<file path="src/rtl/timer_sched.sv">
// Multi-channel timer scheduler: one shared prescaler tick sweeps NCH down-counters, one channel per clock.
// Optional tick-overrun detection is compiled in with `define TIMER_SCHED_OVERRUN_EN.
module timer_sched #(
   parameter int unsigned NCH = 4,
   parameter int unsigned CHW = 2
) (
   input  logic             clk,
   input  logic             rst_n,
   input  logic             tick_in,
   input  logic             cmd_valid,
   output logic             cmd_ready,
   input  logic [1:0]       cmd_op,
   input  logic [CHW-1:0]   cmd_ch,
   input  logic [15:0]      cmd_load,
   input  logic             cmd_oneshot,
   output logic [NCH-1:0]   irq_pending,
   output logic             irq,
   output logic             busy
`ifdef TIMER_SCHED_OVERRUN_EN
   ,
   output logic             overrun
`endif
);

   localparam int unsigned CNTW = 16;
   localparam logic [CHW-1:0] LAST_IDX = CHW'(NCH - 1);

   localparam logic [1:0] OP_STOP    = 2'b00;
   localparam logic [1:0] OP_START   = 2'b01;
   localparam logic [1:0] OP_CLR_IRQ = 2'b10;
   localparam logic [1:0] OP_CLR_OVR = 2'b11;

   typedef enum logic [0:0] {
      S_IDLE  = 1'b0,
      S_SWEEP = 1'b1
   } state_e;

   state_e          state_q, state_d;
   logic [CHW-1:0]  idx_q, idx_d;

   logic [NCH-1:0]  run_q;
   logic [NCH-1:0]  oneshot_q;
   logic [NCH-1:0]  pend_q;
   logic [CNTW-1:0] load_q  [NCH];
   logic [CNTW-1:0] count_q [NCH];

   logic            cmd_fire;
   logic            ch_ok;
   logic            sweep_act;

   assign cmd_fire  = cmd_valid && cmd_ready;
   assign ch_ok     = (32'(cmd_ch) < NCH);
   assign sweep_act = (state_q == S_SWEEP) && run_q[idx_q];

   // FSM state register
   always_ff @(posedge clk or negedge rst_n) begin
      if (!rst_n) begin
         state_q <= S_IDLE;
         idx_q   <= '0;
      end else begin
         state_q <= state_d;
         idx_q   <= idx_d;
      end
   end

   // Next state: a tick in IDLE starts a sweep; the sweep walks idx from 0 to NCH-1
   always_comb begin
      state_d = state_q;
      idx_d   = idx_q;
      case (state_q)
         S_IDLE: begin
            if (tick_in) begin
               state_d = S_SWEEP;
               idx_d   = '0;
            end
         end
         S_SWEEP: begin
            if (idx_q == LAST_IDX) begin
               state_d = S_IDLE;
               idx_d   = '0;
            end else begin
               idx_d = idx_q + CHW'(1);
            end
         end
         default: begin
            state_d = S_IDLE;
            idx_d   = '0;
         end
      endcase
   end

   // Registered handshake/status, derived from the next state so they track the FSM exactly
   always_ff @(posedge clk or negedge rst_n) begin
      if (!rst_n) begin
         cmd_ready <= 1'b1;
         busy      <= 1'b0;
      end else begin
         cmd_ready <= (state_d == S_IDLE);
         busy      <= (state_d == S_SWEEP);
      end
   end

   // Channel state: commands land only in IDLE, sweep updates only in SWEEP, so they never collide
   always_ff @(posedge clk or negedge rst_n) begin
      if (!rst_n) begin
         run_q     <= '0;
         oneshot_q <= '0;
         pend_q    <= '0;
         for (int i = 0; i < NCH; i++) begin
            load_q[i]  <= '0;
            count_q[i] <= '0;
         end
      end else begin
         if (cmd_fire && ch_ok) begin
            case (cmd_op)
               OP_STOP: begin
                  run_q[cmd_ch] <= 1'b0;
               end
               OP_START: begin
                  load_q[cmd_ch]    <= cmd_load;
                  count_q[cmd_ch]   <= cmd_load;
                  oneshot_q[cmd_ch] <= cmd_oneshot;
                  run_q[cmd_ch]     <= 1'b1;
               end
               OP_CLR_IRQ: begin
                  pend_q[cmd_ch] <= 1'b0;
               end
               default: begin
               end
            endcase
         end
         if (sweep_act) begin
            if (count_q[idx_q] == '0) begin
               pend_q[idx_q] <= 1'b1;
               if (oneshot_q[idx_q]) begin
                  run_q[idx_q] <= 1'b0;
               end else begin
                  count_q[idx_q] <= load_q[idx_q];
               end
            end else begin
               count_q[idx_q] <= count_q[idx_q] - CNTW'(1);
            end
         end
      end
   end

   assign irq_pending = pend_q;
   assign irq         = |pend_q;

`ifdef TIMER_SCHED_OVERRUN_EN
   logic ovr_set;
   logic ovr_clr;

   assign ovr_set = (state_q == S_SWEEP) && tick_in;
   assign ovr_clr = cmd_fire && (cmd_op == OP_CLR_OVR);

   // Sticky overrun: a late tick outranks a clear on the same edge
   always_ff @(posedge clk or negedge rst_n) begin
      if (!rst_n) begin
         overrun <= 1'b0;
      end else if (ovr_set) begin
         overrun <= 1'b1;
      end else if (ovr_clr) begin
         overrun <= 1'b0;
      end
   end
`endif

endmodule

</file>
<file path="config.mk">
export PLATFORM = sky130hd
export DESIGN_NAME = timer_sched
export DESIGN_NICKNAME = d
export VERILOG_FILES = /design/src/rtl/timer_sched.sv
export SDC_FILE = /design/constraint.sdc
export NUM_CORES = 1
export LEC_CHECK = 0
export CAP_MARGIN = 25
export CORE_MARGIN = 2
export CORE_UTILIZATION = 28
export DETAILED_ROUTE_END_ITERATION = 12
export MAX_ROUTING_LAYER = met4
export SYNTH_ARGS = -nofsm -noshare
export SYNTH_HDL_FRONTEND = slang
export SYNTH_SLANG_ARGS = --single-unit
</file>
<file path="constraint.sdc">
create_clock -name clk -period 9.6 [get_ports clk]
set_clock_uncertainty 0.15 [all_clocks]
set_input_delay 0.96 -clock clk [delete_from_list [all_inputs] [get_ports clk]]
set_output_delay 0.96 -clock clk [all_outputs]
set_load 0.05 [all_outputs]
</file>
Yosys cells after proc, flatten, opt, wreduce, memory -nomap -nowiden
Cells that the tools add are included.
{ "word_totals": {"reg_bits": 144, "latch_bits": 0, "ramBits": 0, "rom_bits": 0, "input_bits": 25, "output_inout_bits": 7, "word_cells": 92, "n_memories": 0} }
{ "op_classes": {"n_addsub": 2, "mul": 0, "div_mod_pow": 0, "order_cmp": 8, "n_eq_ne": 4, "n_shift": 0, "n_mux": 43, "bitwise_logic": 11, "reduce_logical": 10} }
{ "ops": {"columns": ["operator", "n"], "rows": [
  ["2-to-1 mux 64 bit", 5],
  ["bitwise mux 64 bit", 4],
  ["2-to-1 mux 16 bit", 6],
  ["binary-select mux 16 bit (select 2 bit)", 2],
  ["demux 16 bit (select 2 bit)", 2],
  ["2-to-1 mux 4 bit", 8],
  ["logical NOT 16 bit", 1],
  ["subtractor 16 x 1 -> 16 bit, second input constant", 1],
  ["AND 4 bit", 3],
  ["inverter 4 bit", 2],
  ["OR 4 bit", 2],
  ["case mux 4 bit (2 select lines)", 1],
  [">= comparator 3 bit, second input constant", 2],
  ["logical AND 1 bit", 6],
  ["< comparator 2 x 3 -> 1 bit, second input constant", 2],
  ["< comparator 3 x 1 -> 1 bit, second input constant", 2],
  ["2-to-1 mux 1 bit", 6],
  ["inverter 2 -> 3 bit", 2],
  ["binary-select mux 1 bit (select 2 bit)", 2],
  ["bitwise mux 4 bit", 1],
  ["demux 1 bit (select 2 bit)", 2],
  ["equality test 2 bit, second input constant", 2],
  [">= comparator 2 x 1 -> 1 bit, second input constant", 2],
  ["2-to-1 mux 2 bit", 2],
  ["other kinds (9)", 10]
]} }

Depth between registers and ports, before layout
Gate-level depths: netlist of run 1.
{ "logic_depth": {"ltp_word": 12, "ltp_mapped": 13} }

Worst setup path after synthesis of run 1
No wires, ideal clock.
{ "synth_timing": {"path_type": "in2reg", "startpoint": "input port cmd_op[1]", "endpoint": "register load_q[38] (netlist name)", "setup_time_ns": 0.125, "t_arrival_ns": 2.838, "required_ns": 9.325, "setup_slack_ns": 6.487, "cell_stages": 5, "cell_sequence": "nand4b_1 nor2_1 clkbuf_1 clkbuf_1 mux2_2"} }
{ "synth_between": {"elab_chain_len": 2} }
{ "synth_rtl": {"columns": ["element", "line", "text"], "rows": [
  ["start, declared", "12", "input logic [1:0] cmd_op,"],
  ["equality test 2 x 1 -> 1 bit", "115", "case (cmd_op)"],
  ["AND reduction 2 bit (no line)", null, null],
  ["end signal, assigned by index", "120", "load_q[cmd_ch] <= cmd_load;"],
  ["end, declared", "44", "logic [CNTW-1:0] load_q [NCH];"]
]} }
No other way between the ends.
A chain may end at the register's enable or synchronous reset.

Worst setup path in the final report of run 1
{ "layout_timing": {"startpoint": "register idx_q[0]", "endpoint": "register count_q[59] (netlist name)"} }
{ "layout_between": {"elab_chain_len": 9} }
{ "layout_rtl": {"columns": ["element", "line", "text"], "rows": [
  ["start, declared", "39", "logic [CHW-1:0] idx_q, idx_d;"],
  ["start signal, assigned", "62", "idx_q <= idx_d;"],
  ["parallel branches: the longest is 8 deep, another holds subtractor 16 x 1 -> 16 bit", null, null],
  ["2-to-1 mux 64 bit (*)", "132", "if (sweep_act) begin"],
  ["end signal, assigned by index", "121", "count_q[cmd_ch] <= cmd_load;"],
  ["end signal, assigned by index", "138", "count_q[idx_q] <= load_q[idx_q];"],
  ["end signal, assigned by index", "141", "count_q[idx_q] <= count_q[idx_q] - CNTW'(1);"],
  ["end, declared", "45", "logic [CNTW-1:0] count_q [NCH];"]
]} }
Mark *: on every way between the ends. The select of a mux whose other input is x is not followed.

==> impl_metrics.py, run 1 <==
metrics = {
    "route": {
        "drt_pass1_iterations": 5,
        "drt_iter0_markers": 689,
        "vias": 6736,
        "wl_mm": 25.4,
        "drc": 0,
        "ant_nets": 0,
        "vias_per_cell": 5.59,
        "avgRoutedWirePerCell_microns": 21.1,
    },
    "synth": {
        "muxShareOfSynthArea_pct": 22.2,
        "synth_flop_cell": "dfrtp_1",
        "synth.avg_cell_area_sq_um": 10.6,
        "yosys-top-cells-area": "dfrtp_1 (43%), mux4_2 (7.8%), mux2_2 (7.1%)",
        "synthSimpleGateAreaFrac_pct": 16.0,
        "synthesis.nets": 824,
        "synth_top_family_by_area": "multiplexers",
        "synth-seq-area-share_pct": 42.8,
        "synth-async-reset-ratio_pct": 100,
        "syn_area_sq_mm": 0.00841,
        "synth_edf_count": 0,
        "synth_seq_cells": 144,
        "synth.largest_area_cell": "dfrtp_1",
        "synth_adder_area_share_pct": 0.892,
        "synthXorXnorAreaFrac_pct": 0.937,
        "synth_cell_types": 66,
        "synth_compound_area_share_pct": 13.7,
        "yosysWarnings": 0,
        "synth_top_area_share_pct": 42.5,
        "synth_cells": 793,
    },
    "placement": {
        "dp_hpwl_mm": 15.9,
        "io_buffers": 31,
        "globalplace.congestion": 0.852,
    },
    "sta": {
        "final.period_utilization_pct": 45.5,
        "rsz0062_at_grt": "no",
        "fin_setup_tns_ns": 0,
        "clock.fmax_ghz": 0.229,
        "period_minus_slack_ns": 4.37,
        "hold_violations": 0,
        "maxSlewHeadroom_pct": 42.4,
        "setup_viol": 0,
        "drv_slew": 0,
        "worst_slew_pin_slew_ns": 0.864,
    },
    "global_route": {
        "grt_pass1_wl_mm": 40.1,
        "grt_use_total_pct": 17.1,
        "grt_pass1_vias": 6794,
        "grt.overflow.total": 0,
        "grt_max_degree": 78,
        "grt_antenna_before_repair": 0,
    },
    "setup_path": {
        "cp.arrival_ns": 4.54,
        "rrSetupSlack_ns": 5.23,
        "startpoint": "idx_q[0]",
        "reg2reg_to": "count_q[59]",
        "worstSetupPathType": "reg -> reg",
        "start_kind": "flip-flop",
        "cp.required_ns": 9.77,
        "path_max_fanout": 39,
        "cp-end-kind": "flip-flop",
        "worstRegToRegCells": 9,
        "r2r-start": "idx_q[0]",
    },
    "cts": {
        "cts.root.buffer_cell": "clkbuf_16",
        "ctsHtreeMaxLevel": 4,
        "cts_hold_buffers": 0,
        "clkTransAtPathRegs_ns": 0.06,
        "cts_sinks": 144,
        "cts_tree": "yes",
        "clk_latency_ns": 0.44,
        "cts_made_buffers": 17,
        "cts_resized": 0,
        "post_cts_buffers": 0,
        "cts_buffer_depth": 2,
    },
    "cells_and_area": {
        "area_growth_pct": 16.7,
        "drive_gt1_share_pct": 19.8,
        "n_antenna_cell": 0,
        "nNetsFinal": 834,
        "layout_commonest_cell": "dfrtp_1",
        "final_cell_mix": "dfrtp_1 (141), nand2_1 (116), mux2_2 (53)",
        "utilization_pct": 33.1,
    },
    "run": {
        "maxCapViolations": 0,
    },
    "worst_hold_path": {
        "hold_depth": 2,
        "hold_path_class": "reg -> reg",
        "whs_endpoint": "load_q[53]",
        "min-delay-start": "load_q[53]",
    },
    "floorplan": {
        "std_cell_rows": 63,
        "dieArea_sq_mm": 0.0314,
        "initial_utilization_pct": 28.4,
        "die_y_microns": 177,
        "ioPinCount": 32,
        "die_w_microns": 177,
        "fp.coreArea_sq_mm": 0.0296,
    },
    "outcome": {
        "status": "complete, no violations",
    },
    "power": {
        "ir_drop_uv": 134,
        "powerDensity_mw_per_mm2": 349,
        "p_leak_uw": 0.00395,
    },
}
[worst max path at each step]
stage	slack, ns	end
3_3_place_gp	5.43	count_q[59]
3_5_place_dp	5.30	count_q[59]
5_1_grt	4.99	count_q[22]
2_1_floorplan	6.49	load_q[38]
6_report	5.23	count_q[59]
4_1_cts	5.30	count_q[59]
[synth_stat cells, types with 5 or more instances]
library cell and number:
nor2_1 38, inv_1 13, ha_1 6, nor3_1 23, and2_1 8, mux2_2 53, dfrtp_1 143, a221oi_2 8
clkbuf_1 33, o21ai_0 29, o2bb2ai_1 6, xor2_1 5, o31ai_1 11, a22oi_1 6, nand2b_1 6, buf_2 9
nand3_1 27, a21oi_1 37, a221oi_1 7, mux2i_1 51, and3_1 17, o22ai_1 20, mux4_2 29, a211oi_1 8
nand2_1 116
[logic make-up (layout without fill, tap and decap cells)]
family | after synthesis | in the layout
flip-flops | 144 | 144
XOR/XNOR | 9 | 9
AND/OR/NAND/NOR | 267 | 267
adder cells (fa/ha/maj) | 6 | 6
multiplexers | 137 | 137
AO/OA/AOI/OAI | 165 | 165
buffers and inverters | 65 | 87
[area by class of cell]
class	instances	area, sq um
fillers	3018	19800
repair buffers	43	422
clock inverters	13	258
clock buffers	18	439
well taps	390	488
flip-flops and latches	144	3610
inverters	13	48.8
multi-input cells	584	4560
[registers in the layout (all words and copies together), names as in the netlist]
register / cells
busy: 1
cmd_ready: 1
count_q: 64
idx_q: 2
irq_pending: 4
load_q: 64
oneshot_q: 4
run_q: 4
[worst max-delay path: stages, from the launching register on]
cell	delay [ns]
dfrtp_2	0.34
buf_4	0.64
mux4_2	0.62
inv_1	0.18
ha_1	0.19
nor4b_2	0.43
nand4_4	0.52
nand2_1	0.72
nor2_1	0.12
a211o_1	0.30
[through the flow]
| step | cell area, sq um | worst slack, ns | instances | total power, uW | hold WS [ns] |
|---|---|---|---|---|---|
| after floorplan | 8410 | 6.49 | 793 | 2170 | 0.291 |
| after global placement | 9100 | 5.43 | 1173 | 2590 | 0.307 |
| after detailed placement | 9100 | 5.30 | 1173 | 2610 | 0.313 |
| after CTS | 9790 | 5.30 | 1204 | 3410 | 0.327 |
| after global routing | 9820 | 4.99 | 1205 | 3620 | 0.348 |
| final | 9820 | 5.23 | 1205 | 3420 | 0.324 |
[layer usage]
layer / routed length [microns] / GRT usage [%]
met4: 553 / 5.40
met5: 0 / -
met3: 1560 / 3.28
met1: 11800 / 23.6
met2: 11500 / 25.5
[where the power goes]
group	total, uW	internal (uW)	switching (uW)
Combinational	1620	635	989
Clock	794	521	273
Sequential	1010	867	140
Total	3420	2020	1400
No activity file was read; power rests on OpenSTA's default activity.
==> run 2: changes to the inputs <==
Clock period 9.6 ns to 4.44 ns, I/O delays scaled along.
==> impl_metrics.py, run 2 (synthesis gave the netlist of run 1 again) <==
metrics = {
    "setup_path": {
        "slowest_stage": "dfrtp_2",
        "worstRegToRegCells": 9,
        "slowest_delay_ns": 0.69,
        "path_max_fanout": 27,
        "reg2reg_to": "count_q[45]",
        "cp.arrival_ns": 4.02,
        "cp-end-kind": "flip-flop",
        "cp.required_ns": 4.61,
        "worstSetupPathType": "reg -> reg",
        "r2r-start": "idx_q[0]",
        "rrSetupSlack_ns": 0.58,
        "path_cells": "buf_12, mux4_2, inv_1, ha_1, nor4b_2, nand4_4, nand2_1, nor2_1, a221oi_1",
        "start_kind": "flip-flop",
    },
    "floorplan": {
        "die_w_microns": 177,
        "std_cell_rows": 63,
        "fp.coreArea_sq_mm": 0.0296,
        "ioPinCount": 32,
        "initial_utilization_pct": 28.4,
        "die_y_microns": 177,
        "dieArea_sq_mm": 0.0314,
    },
    "cts": {
        "cts.root.buffer_cell": "clkbuf_16",
        "cts_buffer_depth": 2,
        "cts_sinks": 144,
        "clkTransAtPathRegs_ns": 0.06,
        "cts_tree": "yes",
        "cts_made_buffers": 17,
        "ctsHtreeMaxLevel": 4,
        "cts_hold_buffers": 0,
        "cts_resized": 0,
        "post_cts_buffers": 0,
        "clk_latency_ns": 0.43,
    },
    "sta": {
        "period_minus_slack_ns": 3.86,
        "whs_ns": -0.0254,
        "maxSlewHeadroom_pct": 36.2,
        "final.period_utilization_pct": 86.8,
        "fin_setup_tns_ns": 0,
        "drv_slew": 0,
        "rsz0062_at_grt": "no",
        "clock.fmax_ghz": 0.259,
        "worst_slew_pin_slew_ns": 0.957,
        "setup_viol": 0,
        "hold_violations": 14,
    },
    "run": {
        "maxCapViolations": 0,
    },
    "cells_and_area": {
        "layout_commonest_cell": "dfrtp_1",
        "n_antenna_cell": 0,
        "final_cell_mix": "dfrtp_1 (141), nand2_1 (116), mux2_2 (53)",
        "fillers": 3086,
        "area_growth_pct": 16.8,
        "nNetsFinal": 847,
        "drive_gt1_share_pct": 20.9,
        "biggestRegsByFlops": "count_q (64), load_q (64)",
        "final_cell_area_sq_mm": 0.00983,
    },
    "worst_hold_path": {
        "hold_path_class": "in -> async",
    },
    "power": {
        "ir_drop_uv": 355,
        "p_total_uw": 7180,
        "p_leak_uw": 0.00394,
        "powerDensity_mw_per_mm2": 731,
    },
    "route": {
        "ant_nets": 0,
        "wl_mm": 25.7,
        "avgRoutedWirePerCell_microns": 21.1,
        "drt_iter0_markers": 645,
        "drt_pass1_iterations": 5,
        "vias": 6748,
        "vias_per_cell": 5.54,
        "drc": 0,
    },
    "outcome": {
        "status": "finished, violations left",
        "violations": "negative hold slack",
    },
    "global_route": {
        "grt_max_degree": 100,
        "grt_pass1_vias": 6745,
        "grt_antenna_before_repair": 0,
        "grt_use_total_pct": 17.2,
        "grt.overflow.total": 0,
        "grt_pass1_wl_mm": 40.0,
    },
    "placement": {
        "io_buffers": 31,
        "dp_hpwl_mm": 17.0,
        "globalplace.congestion": 0.900,
        "placed_area_sq_mm": 0.00925,
    },
}
[run 2: cell types whose count changed in the layout (fill, tap and decap cells not counted), moves of 2 or more]
cell        change
buf_4          +10
clkinvlp_4      +6
bufinv_16       -5
buf_12          +4
clkbuf_1        +2
[run 2: how the worst max path moves through the flow]
stage | startpoint | endpoint | cells after the start
after floorplan | idx_q[1] | count_q[42] | 13
after global placement | idx_q[0] | count_q[45] | 7
after detailed placement | idx_q[0] | count_q[51] | 9
after CTS | idx_q[0] | count_q[45] | 9
after global routing | idx_q[0] | count_q[51] | 9
final | idx_q[0] | count_q[45] | 9
[run 2: layout make-up]
class	count	area, sq um	share of cell area (%)
Sequential cell	144	3610	36.7
Inverter	13	48.8	0.497
Clock inverter	13	140	1.43
Multi-Input combinational cell	584	4560	46.4
Timing Repair Buffer	56	549	5.59
Clock buffer	19	433	4.41
Tap cell	390	488	4.97
[run 2: layer usage]
layer	vias to the layer above	track usage (%)	routed length, microns
li1	3004	-	-
met3	49	2.34	1540
met4	0	6.83	673
met1	3400	24.0	11900
met5	-	-	0
met2	295	25.4	11500
[run 2: report_power, final]
| group | total [uW] | internal [uW] | switching [uW] |
|---|---|---|---|
| Sequential | 2240 | 1870 | 369 |
| Clock | 1430 | 826 | 599 |
| Combinational | 3510 | 1420 | 2090 |
| Total | 7180 | 4120 | 3060 |
[run 2: worst max-delay path, delay by kind of cell, from the launching register on]
| family | cells | cell delay [ns] |
|---|---|---|
| muxes | 1 | 0.56 |
| adders and majority gates | 1 | 0.16 |
| and+or+nand+nor | 4 | 1.47 |
| buffers and inverters | 2 | 0.41 |
| AOI/OAI and AO/OA | 1 | 0.27 |
| DFF | 1 | 0.69 |
[run 2: through the flow]
step | cells | worst slack, ns | util, %
2_1_floorplan | 793 | 1.33 | -
3_3_place_gp | 1187 | 0.710 | 31.2
3_5_place_dp | 1187 | 0.633 | 31.2
4_1_cts | 1219 | 0.584 | 33.2
5_1_grt | 1219 | 0.355 | 33.2
6_report | 1219 | 0.585 | 33.2
